--- src/rtl/demux_1to8_regbank.sv ---
// Write-side register bank for the 8-to-1 datapath mux: one handshaked write stream
// fanned out into eight registers. Optional macro REG0_ZERO_EN hardwires register 0 to zero.
module demux_1to8_regbank #(
    parameter int               WIDTH      = 16,
    parameter logic [WIDTH-1:0] INIT_VALUE = '0
) (
    input  logic             clk,
    input  logic             rst,
    input  logic             wr_valid,
    output logic             wr_ready,
    input  logic [2:0]       wr_sel,
    input  logic [1:0]       wr_op,
    input  logic [WIDTH-1:0] wr_data,
    output logic [WIDTH-1:0] out0,
    output logic [WIDTH-1:0] out1,
    output logic [WIDTH-1:0] out2,
    output logic [WIDTH-1:0] out3,
    output logic [WIDTH-1:0] out4,
    output logic [WIDTH-1:0] out5,
    output logic [WIDTH-1:0] out6,
    output logic [WIDTH-1:0] out7,
    output logic [7:0]       dirty,
    input  logic [7:0]       ack,
    output logic [7:0]       wr_count,
    output logic             fsm_state
);

    typedef enum logic {SWEEP = 1'b0, RUN = 1'b1} state_t;

    // Handshake: a write is accepted on a rising edge where wr_valid && wr_ready;
    // wr_sel/wr_op/wr_data are sampled on that edge, result visible the next cycle.

`ifdef REG0_ZERO_EN
    localparam logic [WIDTH-1:0] REG0_INIT = '0;
`else
    localparam logic [WIDTH-1:0] REG0_INIT = INIT_VALUE;
`endif

    state_t           state;
    logic [2:0]       sweep_idx;
    logic [WIDTH-1:0] regs [8];

    logic             accept;
    logic             wr_hit;
    logic [WIDTH-1:0] wr_val;
    logic [7:0]       set_mask;

    assign accept    = wr_valid && wr_ready;
    assign fsm_state = state;

    always_comb begin
        wr_hit = 1'b0;
        wr_val = regs[wr_sel];
        if (accept) begin
            case (wr_op)
                2'b00: begin wr_val = wr_data;                wr_hit = 1'b1; end
                2'b01: begin wr_val = regs[wr_sel] + wr_data; wr_hit = 1'b1; end
                2'b10: begin wr_val = '0;                     wr_hit = 1'b1; end
                default: wr_hit = 1'b0;
            endcase
        end
`ifdef REG0_ZERO_EN
        // Register 0 absorbs writes: still counted, but never changes or turns dirty.
        if (wr_sel == 3'd0) wr_hit = 1'b0;
`endif
        set_mask = wr_hit ? (8'b1 << wr_sel) : 8'b0;
    end

    always_ff @(posedge clk) begin
        if (rst) begin
            for (int i = 0; i < 8; i++) regs[i] <= (i == 0) ? REG0_INIT : INIT_VALUE;
            dirty     <= 8'b0;
            wr_count  <= 8'b0;
            wr_ready  <= 1'b0;
            state     <= SWEEP;
            sweep_idx <= 3'd0;
        end else begin
            case (state)
                SWEEP: begin
                    regs[sweep_idx] <= (sweep_idx == 3'd0) ? REG0_INIT : INIT_VALUE;
                    sweep_idx       <= sweep_idx + 3'd1;
                    dirty           <= 8'b0;
                    if (sweep_idx == 3'd7) begin
                        state    <= RUN;
                        wr_ready <= 1'b1;
                    end
                end
                RUN: begin
                    if (wr_hit) regs[wr_sel] <= wr_val;
                    // A set on the same edge as its ack takes priority.
                    dirty <= (dirty & ~ack) | set_mask;
                    if (accept) wr_count <= wr_count + 8'd1;
                end
                default: begin
                    state    <= SWEEP;
                    wr_ready <= 1'b0;
                end
            endcase
        end
    end

    assign out0 = regs[0];
    assign out1 = regs[1];
    assign out2 = regs[2];
    assign out3 = regs[3];
    assign out4 = regs[4];
    assign out5 = regs[5];
    assign out6 = regs[6];
    assign out7 = regs[7];

endmodule
--- config.mk ---
export PLATFORM = sky130hd
export DESIGN_NAME = demux_1to8_regbank
export DESIGN_NICKNAME = d
export VERILOG_FILES = /design/src/rtl/demux_1to8_regbank.sv
export SDC_FILE = /design/constraint.sdc
export NUM_CORES = 1
export LEC_CHECK = 0
export BUFFER_PORTS_ARGS = -buffer_cell sky130_fd_sc_hd__buf_2
export CAP_MARGIN = 30
export CORE_MARGIN = 2
export CORE_UTILIZATION = 30
export CTS_CLUSTER_SIZE = 14
export DETAILED_ROUTE_END_ITERATION = 10
export PLACE_DENSITY = 0.62
export SLEW_MARGIN = 20
export SYNTH_ARGS = -nofsm -noshare
export SYNTH_HDL_FRONTEND = slang
export SYNTH_SLANG_ARGS = --single-unit
export TNS_END_PERCENT = 100
--- constraint.sdc ---
create_clock -name clk -period 4.1 [get_ports clk]
set_clock_uncertainty 0.1 [all_clocks]
set_input_delay 0.615 -clock clk [delete_from_list [all_inputs] [get_ports clk]]
set_output_delay 0.615 -clock clk [all_outputs]
set_load 0.05 [all_outputs]
==> flow_summary.ini <==
[sta]
rsz0062_at_grt = false
maxClockFrequency_ghz = 0.2726
worst_pin_slew_ns = 0.7555
hold_viol = 0
timing.final.crit_share_pct = 89.47
period_needed_ns = 3.668
slew_viol_final = 0
finalSetupViolCount = 0
max-slew-margin-rel_pct = 49.41

[global_routing]
grt_pass1_vias = 5799
grt_usage_pct = 19.25
antenna_found_initial = 2
grt_start_max_net_pins = 28
grt_pass1_wl_um = 36730
grt_overflow = 0

[power]
peakVddDrop_mv = 0.2661
p_clk_share_pct = 38.6
p_seq_share_pct = 42.2
comb_power_share_pct = 19.1
power_leakage_nw = 3.806
powerDensity_nw_per_um2 = 436.0
p_sw_mw = 1.229
power_switching_share_pct = 29.53
totalPowerFinal_mw = 4.160
p_int_mw = 2.932

[floorplan]
core-area_um2 = 24320
start_util_pct = 30.55
rows = 57
die_x_um = 161.4
ioPinCount = 178
die-area_um2 = 26040
die_h_um = 161.4

[clocking]
post_cts_buffers = 0
clk_latency_ns = 0.44
cts_hold_buf = 0
cts_tree = built
path_clk_slew_ns = 0.06
cts_sinks = 149
post_cts_resized = 0
cts_buffers = 17
cts_root_buffer = clkbuf_16
cts.path.max_buffers = 2
htree_levels = 4

[layout]
fillCellCount = 2386
areaGrowthSynthToFinish_pct = 28.44
fin_util_pct = 39.24
layout-drive-gt1-share_pct = 38.28
num-nets-final = 853
final_cells = 1141
postLayoutCellArea_um2 = 9543

[synthesis]
yosysWarnings = 0
ys_types = 53
postSynth.asyncResetShare_pct = 0
synth_edf_count = 128
synth_area_um2 = 7430
synthFlopType = edfxtp_1
syn_nets = 649
synth_seq_cells = 149
syn_inst = 598
ys_seq_area_share_pct = 57.39
syn_area_per_cell_um2 = 12.42

[setup_path]
worst_ep_arrival_time_ns = 3.73
crit_fanout = 11
end_kind = flip-flop
critPathRequiredTime_ns = 4.17
rrSetupSlack_ns = 0.47
worst_setup_path_start_kind = input pin
worstSetupPathType = input pin to flip-flop

[route]
drt_first_pass_iters = 7
wl_per_cell_um = 21.82
vias = 5864
routed_wl_um = 24900
ant_nets = 0
dr.first_iter.drc_count = 494
post-route-drc-count = 0
via_per_inst = 5.139

[job]
max_cap_violations = 0

[placement]
dp_cells = 1106
routabilityCongestion = 0.9045
port_buffers = 177
dp_hpwl_um = 18040
placed_cell_area_um2 = 8927

[worst_hold_path]
hp-class = input pin to flip-flop

[run_status]
outcome = finished, final reports clean
==> cells by family (layout without fill, tap and decap cells) <==
family | Yosys count | in the layout | share of synthesized area [%]
mux | 61 | 61 | 14.20
xor+xnor | 17 | 17 | 2.004
compound gates | 70 | 70 | 6.501
flops | 149 | 149 | 57.39
simple gates | 238 | 238 | 13.98
other cells | 0 | 2 | 0
buf+inv | 44 | 261 | 2.627
fa+ha+maj | 19 | 19 | 3.301
==> worst max-delay path, stage by stage <==
cell,delay (ns)
buf_2,0.18
buf_12,0.18
mux4_2,0.52
mux2_2,0.28
ha_1,0.33
a21oi_1,0.09
a21o_1,0.21
a22oi_2,0.29
o31ai_4,0.11
a31oi_1,0.33
mux2i_2,0.48
nor3_1,0.09
==> layout make-up <==
class | count | area [um^2] | area share (%)
flip-flops and latches | 149 | 4264 | 44.68
multi-input cells | 405 | 2975 | 31.18
repair buffers | 216 | 1241 | 13.01
clock buffers | 17 | 425.4 | 4.458
well taps | 324 | 405.4 | 4.248
clock inverters | 15 | 177.7 | 1.862
inverters | 13 | 48.80 | 0.5113
diodes | 2 | 5.005 | 0.05245
==> layout by cell type, fill, tap and decap left out, drive strengths merged, types with 16 or more instances in the layout <==
| cell | count |
|---|---|
| buf | 216 |
| a21oi | 21 |
| nor2 | 134 |
| mux4 | 32 |
| mux2 | 19 |
| ha | 18 |
| o21ai | 18 |
| clkbuf | 17 |
| nor3 | 19 |
| nand2b | 16 |
| edfxtp | 128 |
| dfxtp | 21 |
| nand2 | 35 |
==> flip-flops by register name, indices dropped and copies added, names as in the netlist <==
| name | cells |
|---|---|
| wr_count | 8 |
| wr_ready | 1 |
| dirty | 8 |
| fsm_state | 1 |
| sweep_idx | 3 |
| regs | 128 |
==> synthesized netlist by cell type (all sizes together), types with 4 or more instances <==
| master | count | share of area, % |
|---|---|---|
| nor2 | 134 | 6.8 |
| edfxtp | 128 | 52 |
| nand2 | 35 | 1.8 |
| mux4 | 32 | 9.7 |
| a21oi | 21 | 1.6 |
| dfxtp | 21 | 5.7 |
| mux2 | 19 | 2.9 |
| nor3 | 19 | 1.3 |
| ha | 18 | 3.0 |
| o21ai | 18 | 1.2 |
| buf | 16 | 1.2 |
| nand2b | 16 | 1.3 |
| clkbuf | 15 | 0.76 |
| inv | 12 | 0.61 |
| mux2i | 10 | 1.6 |
| nand3 | 9 | 0.61 |
| xnor2 | 9 | 1.1 |
| xor2 | 8 | 0.94 |
| a21o | 6 | 0.62 |
| or3 | 6 | 0.51 |
| a31oi | 5 | 0.42 |
| and3 | 5 | 0.42 |
| nor4 | 4 | 0.34 |
==> worst paths after layout <==
check	startpoint	end	cells past startpoint
worst max register to register	regs[7][4]$_SDFFCE_PN0P_	regs[0][15]$_SDFFCE_PN0P_	10
worst min register to register	dirty[7]$_SDFF_PP0_	dirty[7]$_SDFF_PP0_	2
worst min-delay path	ack[3]	dirty[3]$_SDFF_PP0_	2
worst max-delay path	wr_sel[0]	regs[0][15]$_SDFFCE_PN0P_	12
==> metrics by stage <==
step | setup WS (ns) | hold slack (ns) | setup TNS, ns
2_1_floorplan | 0.1201 | 0.4442 | 0
3_3_place_gp | 0.07302 | 0.3610 | 0
3_5_place_dp | -0.002095 | 0.3654 | -0.002095
4_1_cts | 0.4211 | 0.2729 | 0
5_1_grt | 0.2108 | 0.2750 | 0
6_report | 0.4319 | 0.2857 | 0
==> power groups by stage <==
stage	sequential, mW	combinational, mW	clock [mW]
floorplan	2.00	0.336	0
global placement	1.79	0.786	0
detailed placement	1.79	0.793	0
CTS	1.76	0.796	1.63
global route	1.76	0.843	1.69
finish	1.76	0.797	1.61
==> layer usage <==
metal	GRT usage (%)	share of wire, %
met5	0	0
met4	7.021	2.8
met3	3.724	6.1
met2	31.20	48
met1	25.76	43
(Power assumes the default switching activity.)
